## src/rtl/motor_drive_monitor_if.sv

```systemverilog
// Bus between the motor PWM pins and the drive monitor.
// The master drives enable and pins; the slave returns the recovered commands.
interface motor_drive_monitor_if;
   logic        en;
   logic        fwd_lft;
   logic        rev_lft;
   logic        fwd_rht;
   logic        rev_rht;
   logic [10:0] lft_meas;
   logic [10:0] rht_meas;
   logic        brk_lft;
   logic        brk_rht;
   logic        flt_lft;
   logic        flt_rht;
   logic        meas_vld;

   modport master (
      output en, fwd_lft, rev_lft, fwd_rht, rev_rht,
      input  lft_meas, rht_meas, brk_lft, brk_rht, flt_lft, flt_rht, meas_vld
   );

   modport slave (
      input  en, fwd_lft, rev_lft, fwd_rht, rev_rht,
      output lft_meas, rht_meas, brk_lft, brk_rht, flt_lft, flt_rht, meas_vld
   );
endinterface

```

## src/rtl/motor_drive_monitor.sv

```systemverilog
// Recovers signed 11-bit drive commands from fwd/rev PWM pin pairs by counting
// high cycles over one full PWM period and classifying each window.
module motor_drive_monitor #(
   parameter int unsigned PERIOD = 1024
) (
   input logic                  clk,
   input logic                  rst_n,
   motor_drive_monitor_if.slave bus
);
   localparam int unsigned CW = $clog2(PERIOD + 1);
   localparam int unsigned WW = $clog2(PERIOD);
   localparam int unsigned MW = 11;
   localparam int unsigned SW = 12;

   typedef enum logic [1:0] {IDLE, SETTLE, MEAS} state_e;

   state_e          state_q, state_d;
   logic [WW-1:0]   wcnt_q, wcnt_d;
   logic [CW-1:0]   cf_lft_q, cf_lft_d, cr_lft_q, cr_lft_d;
   logic [CW-1:0]   cf_rht_q, cf_rht_d, cr_rht_q, cr_rht_d;
   logic [MW-1:0]   lft_meas_q, lft_meas_d, rht_meas_q, rht_meas_d;
   logic            brk_lft_q, brk_lft_d, brk_rht_q, brk_rht_d;
   logic            flt_lft_q, flt_lft_d, flt_rht_q, flt_rht_d;
   logic            vld_q, vld_d;

   logic            wend_c;
   logic [CW-1:0]   cf_lft_c, cr_lft_c, cf_rht_c, cr_rht_c;

   // Returns {meas, brk, flt} for one side at window end.
   function automatic logic [MW+1:0] classify(input logic [CW-1:0] cf,
                                               input logic [CW-1:0] cr,
                                               input logic [MW-1:0] prev);
      logic [SW-1:0]   f;
      logic [SW-1:0]   r;
      logic [MW-2:0]   mag;
      logic [MW+1:0]   res;
      f   = SW'(cf);
      r   = SW'(cr);
      mag = '0;
      if ((cf == CW'(PERIOD)) && (cr == CW'(PERIOD))) begin
         res = {MW'(0), 1'b1, 1'b0};
      end else if (r == SW'(0)) begin
         mag = (f > SW'(1023)) ? 10'd1023 : f[MW-2:0];
         res = {{1'b0, mag}, 2'b00};
      end else if (f == SW'(0)) begin
         mag = (r > SW'(1023)) ? 10'd1023 : r[MW-2:0];
         res = {MW'(0) - {1'b0, mag}, 2'b00};
      end else begin
         res = {prev, 2'b01};
      end
      return res;
   endfunction

   // Running counts including the current sample.
   assign wend_c   = (wcnt_q == WW'(PERIOD - 1));
   assign cf_lft_c = cf_lft_q + CW'(bus.fwd_lft);
   assign cr_lft_c = cr_lft_q + CW'(bus.rev_lft);
   assign cf_rht_c = cf_rht_q + CW'(bus.fwd_rht);
   assign cr_rht_c = cr_rht_q + CW'(bus.rev_rht);

   always_comb begin
      state_d    = state_q;
      wcnt_d     = wcnt_q;
      cf_lft_d   = cf_lft_q;
      cr_lft_d   = cr_lft_q;
      cf_rht_d   = cf_rht_q;
      cr_rht_d   = cr_rht_q;
      lft_meas_d = lft_meas_q;
      rht_meas_d = rht_meas_q;
      brk_lft_d  = brk_lft_q;
      brk_rht_d  = brk_rht_q;
      flt_lft_d  = flt_lft_q;
      flt_rht_d  = flt_rht_q;
      vld_d      = 1'b0;
      case (state_q)
         IDLE: begin
            wcnt_d   = '0;
            cf_lft_d = '0;
            cr_lft_d = '0;
            cf_rht_d = '0;
            cr_rht_d = '0;
            if (bus.en) state_d = SETTLE;
         end
         SETTLE, MEAS: begin
            if (!bus.en) begin
               state_d  = IDLE;
               wcnt_d   = '0;
               cf_lft_d = '0;
               cr_lft_d = '0;
               cf_rht_d = '0;
               cr_rht_d = '0;
            end else if (wend_c) begin
               state_d  = MEAS;
               wcnt_d   = '0;
               cf_lft_d = '0;
               cr_lft_d = '0;
               cf_rht_d = '0;
               cr_rht_d = '0;
               if (state_q == MEAS) begin
                  {lft_meas_d, brk_lft_d, flt_lft_d} = classify(cf_lft_c, cr_lft_c, lft_meas_q);
                  {rht_meas_d, brk_rht_d, flt_rht_d} = classify(cf_rht_c, cr_rht_c, rht_meas_q);
                  vld_d = 1'b1;
               end
            end else begin
               wcnt_d   = wcnt_q + WW'(1);
               cf_lft_d = cf_lft_c;
               cr_lft_d = cr_lft_c;
               cf_rht_d = cf_rht_c;
               cr_rht_d = cr_rht_c;
            end
         end
         default: state_d = IDLE;
      endcase
   end

   always_ff @(posedge clk or negedge rst_n) begin
      if (!rst_n) begin
         state_q    <= IDLE;
         wcnt_q     <= '0;
         cf_lft_q   <= '0;
         cr_lft_q   <= '0;
         cf_rht_q   <= '0;
         cr_rht_q   <= '0;
         lft_meas_q <= '0;
         rht_meas_q <= '0;
         brk_lft_q  <= 1'b1;
         brk_rht_q  <= 1'b1;
         flt_lft_q  <= 1'b0;
         flt_rht_q  <= 1'b0;
         vld_q      <= 1'b0;
      end else begin
         state_q    <= state_d;
         wcnt_q     <= wcnt_d;
         cf_lft_q   <= cf_lft_d;
         cr_lft_q   <= cr_lft_d;
         cf_rht_q   <= cf_rht_d;
         cr_rht_q   <= cr_rht_d;
         lft_meas_q <= lft_meas_d;
         rht_meas_q <= rht_meas_d;
         brk_lft_q  <= brk_lft_d;
         brk_rht_q  <= brk_rht_d;
         flt_lft_q  <= flt_lft_d;
         flt_rht_q  <= flt_rht_d;
         vld_q      <= vld_d;
      end
   end

   assign bus.lft_meas = lft_meas_q;
   assign bus.rht_meas = rht_meas_q;
   assign bus.brk_lft  = brk_lft_q;
   assign bus.brk_rht  = brk_rht_q;
   assign bus.flt_lft  = flt_lft_q;
   assign bus.flt_rht  = flt_rht_q;
   assign bus.meas_vld = vld_q;
endmodule

```

## src/flat_wrapper.sv

```systemverilog
// flat-port wrapper written by rule: the top's interface ports become plain ports
module motor_drive_monitor_flat 
#(
   parameter int unsigned PERIOD = 1024
)
  (clk, rst_n, bus_en, bus_fwd_lft, bus_rev_lft, bus_fwd_rht, bus_rev_rht, bus_lft_meas, bus_rht_meas, bus_brk_lft, bus_brk_rht, bus_flt_lft, bus_flt_rht, bus_meas_vld);
  motor_drive_monitor_if bus_i ();
  input logic clk;
  input logic rst_n;
  input wire logic [$bits(bus_i.en)-1:0] bus_en;
  input wire logic [$bits(bus_i.fwd_lft)-1:0] bus_fwd_lft;
  input wire logic [$bits(bus_i.rev_lft)-1:0] bus_rev_lft;
  input wire logic [$bits(bus_i.fwd_rht)-1:0] bus_fwd_rht;
  input wire logic [$bits(bus_i.rev_rht)-1:0] bus_rev_rht;
  output wire logic [$bits(bus_i.lft_meas)-1:0] bus_lft_meas;
  output wire logic [$bits(bus_i.rht_meas)-1:0] bus_rht_meas;
  output wire logic [$bits(bus_i.brk_lft)-1:0] bus_brk_lft;
  output wire logic [$bits(bus_i.brk_rht)-1:0] bus_brk_rht;
  output wire logic [$bits(bus_i.flt_lft)-1:0] bus_flt_lft;
  output wire logic [$bits(bus_i.flt_rht)-1:0] bus_flt_rht;
  output wire logic [$bits(bus_i.meas_vld)-1:0] bus_meas_vld;
  assign bus_i.en = bus_en;
  assign bus_i.fwd_lft = bus_fwd_lft;
  assign bus_i.rev_lft = bus_rev_lft;
  assign bus_i.fwd_rht = bus_fwd_rht;
  assign bus_i.rev_rht = bus_rev_rht;
  assign bus_lft_meas = bus_i.lft_meas;
  assign bus_rht_meas = bus_i.rht_meas;
  assign bus_brk_lft = bus_i.brk_lft;
  assign bus_brk_rht = bus_i.brk_rht;
  assign bus_flt_lft = bus_i.flt_lft;
  assign bus_flt_rht = bus_i.flt_rht;
  assign bus_meas_vld = bus_i.meas_vld;
  motor_drive_monitor #(.PERIOD(PERIOD)) u_core (.clk(clk), .rst_n(rst_n), .bus(bus_i));
endmodule
```

## config.mk

```make
export PLATFORM = sky130hd
export DESIGN_NAME = motor_drive_monitor_flat
export DESIGN_NICKNAME = d
export VERILOG_FILES = /design/src/rtl/motor_drive_monitor_if.sv /design/src/rtl/motor_drive_monitor.sv /design/src/flat_wrapper.sv
export SDC_FILE = /design/constraint.sdc
export NUM_CORES = 1
export LEC_CHECK = 0
export ABC_AREA = 1
export CORE_MARGIN = 2
export CORE_UTILIZATION = 60
export CTS_CLUSTER_DIAMETER = 30
export DETAILED_ROUTE_END_ITERATION = 10
export PLACE_DENSITY = 0.82
export SLEW_MARGIN = 20
export SYNTH_ARGS = -nofsm -noshare
export SYNTH_HDL_FRONTEND = slang
export SYNTH_SLANG_ARGS = --single-unit
```

## constraint.sdc

```tcl
create_clock -name clk -period 5.65 [get_ports clk]
set_input_delay 1.13 -clock clk [delete_from_list [all_inputs] [get_ports clk]]
set_output_delay 1.13 -clock clk [all_outputs]
set_load 0.02 [all_outputs]
```

==> impl_metrics.toml <==
[floorplanning]
die_x_um = 96.48
core.rowCount = 33
die_y_um = 96.48
io_pins = 34
initial_core_util_pct = 62.14
core-area_um2 = 8258
dieArea_um2 = 9307

[flow_run]
maxCapViolations = 0

[synthesis]
yosysUniqueCellTypes = 34
ys_warn_count = 0
synthesis.area_um2 = 5131
synth_nets = 750
seq_area_frac_synth_pct = 40.53
synth-seq-cells = 83
synthCells = 728
postSynthAreaPerCell_um2 = 7.048

[final_layout]
area.growth.synth_to_final_pct = 13.24
finish.utilization_pct = 70.36
nFillCells = 690
layout-drive-gt1-share_pct = 6.797
seqCellArea_um2 = 2079
final_cell_mix = "nand2_1, inv_1, dfrtp_1, nand3_1, nor2_1"
final_common_cell = "nand2_1"
nets = 782
diodes = 0
multi_input_area_um2 = 2610

[clock_network]
cts-root-buf = "clkbuf_8"
cts_resized = 0
cts_buffers = 9
cts_setup_buffers = 0
cts_max_path_buffers = 2
ctsHtreeMaxLevel = 3
cts_tree = "built"
postCtsHoldBufs = 0
cts.sinks = 83
clock_latency_ns = 0.36
clkTransAtPathRegs_ns = 0.08

[sta]
maxSlewViolCount = 0
fmax_mhz = 257.6
min_period_ns = 3.882
slew-limit-headroom_pct = 49.65
timing.final.crit_share_pct = 68.71
skew_ns = 0.01216
rsz0062_at_grt = "false"
hold_viol = 0
tns_ns = 0
tightest_slew_ns = 0.7553
finalSetupViolCount = 0

[power]
powerDensity_nw_per_um2 = 267.4
vdd_drop_max_mv = 0.1463
power.leakage_nw = 2.953

[global_route]
grt_usage_pct = 27.96
grt_pass1_vias = 4493
grt_max_degree = 84
grt_pass1_wl_mm = 20.30
overflow = 0
antenna_found_initial = 0

[drt]
dr.pass1.iters = 4
vias = 4866
drt_wl_total_mm = 12.29
drt_iter0_drc = 300
drc = 0
viasPerCell = 5.593
drtAntennaViolNets = 0
wl_per_cell_um = 14.13

[run_status]
outcome = "complete, no violations"

[critical_path]
required_ns = 5.89
worstPathMaxFanout = 13
worstSetupPathType = "in -> reg"
arrival_ns = 4.12
startpoint_type = "input port"
cp-end-kind = "flop"

[min_path]
hold_path.class = "reg -> reg"

[placed_design]
dp_hpwl_mm = 8.693
place_congestion = 0.9338
io_buffers = 33
[critical path, cell delays in order]
cell	delay, ns
clkdlybuf4s50_1	0.46
ha_1	0.19
ha_1	0.23
nand2_1	0.13
nor2_4	0.17
nand3_1	0.08
nand2_1	0.32
nand2_1	0.15
nor2_1	0.13
nand2_1	0.28
o21ai_2	0.23
inv_2	0.07
nand2_1	0.08
nand2_1	0.24
nand2_1	0.12
o21ai_0	0.09
[sequential cells by signal (all words and copies together), names as in the netlist]
name,flops
u_core.bus.brk_lft,1
u_core.bus.brk_rht,1
u_core.bus.flt_lft,1
u_core.bus.flt_rht,1
u_core.bus.lft_meas,11
u_core.bus.meas_vld,1
u_core.bus.rht_meas,11
u_core.cf_lft_q,11
u_core.cf_rht_q,11
u_core.cr_lft_q,11
u_core.cr_rht_q,11
u_core.state_q,2
u_core.wcnt_q,10
[synthesized netlist by cell type]
cell type    n  area (um2)
a211oi_1     1       7.510
a21o_1       1       7.510
a21oi_1      8       40.04
a31oi_1      1       6.260
buf_2        2       10.01
buf_4        1       7.510
buf_6        1       11.26
clkbuf_1    11       41.29
clkinv_1     2       7.510
dfrtp_1     81        2027
dfstp_2      2       52.55
ha_1        15       187.7
inv_1       89       334.1
inv_2        8       30.03
nand2_1    231       867.1
nand2_2      5       31.28
nand2_4      1       11.26
nand3_1     73       365.4
nand3_2      5       50.05
nand3b_1     1       7.510
nand4_1     17       106.4
nor2_1      60       225.2
nor2_2       7       43.79
nor2_4       2       22.52
nor3_1       7       35.03
nor3_2       1       10.01
nor3b_2      1       12.51
o21ai_0     30       150.1
o21ai_1     13       65.06
o21ai_2      1       8.760
o21bai_1     1       7.510
o22ai_1     35       219.0
xnor2_1      4       35.03
xor2_1      10       87.58
[power by group]
| part | leakage [nW] | internal [mW] | switching (mW) |
|---|---|---|---|
| combinational | 1.67 | 0.114 | 0.250 |
| clock | 0.132 | 0.341 | 0.228 |
| sequential | 1.15 | 0.610 | 0.0110 |
[area by class of cell]
type | instances | area share (%)
Multi-Input combinational cell | 531 | 44.92
Sequential cell | 83 | 35.79
Inverter | 99 | 6.395
Timing Repair Buffer | 36 | 6.094
Clock inverter | 6 | 2.347
Tap cell | 105 | 2.261
Clock buffer | 10 | 2.196
[layer usage]
layer	vias to the layer above	global-route usage (%)	share of wire [%]
met5	-	0	0
met4	0	10.09	2.1
met3	22	5.120	5.7
met2	167	46.35	48
met1	2252	36.76	44
li1	2425	-	-
[metrics by stage]
step                power (mW)  hold WS (ns)  cells  cell area, um2  setup slack (ns)
finish                   1.553        0.4815    870            5811             1.768
global route             1.631        0.5016    870            5811             1.514
CTS                      1.550        0.4875    870            5807             1.820
detailed placement      0.9825        0.4658    854            5543             1.513
global placement        0.9755        0.4648    854            5543             1.639
floorplan               0.8922        0.4570    728            5131             2.528
[worst paths after layout]
check	startpoint	end	slack (ns)	cells past startpoint
worst max-delay path	bus_rev_rht	u_core.bus.rht_meas[0]	1.77	16
worst min-delay path	u_core.bus.lft_meas[10]	u_core.bus.lft_meas[10]	0.48	2
worst max register to register	u_core.cr_rht_q[0]	u_core.bus.rht_meas[0]	2.63	15
worst min register to register	u_core.bus.lft_meas[10]	u_core.bus.lft_meas[10]	0.48	2
max in group asynchronous	rst_n	u_core.cr_lft_q[9]	4.33	1
min in group asynchronous	rst_n	u_core.cr_lft_q[1]	0.77	1
[cell families (layout without fill, tap and decap cells)]
group,after synthesis,in the layout,share of synthesized area [%]
compound gates,91,91,9.973
flops,83,83,40.53
buf+inv,114,151,8.608
simple gates,411,411,34.85
fa+ha+maj,15,15,3.658
xor+xnor,14,14,2.390
Power figures use the tool's default switching activity.
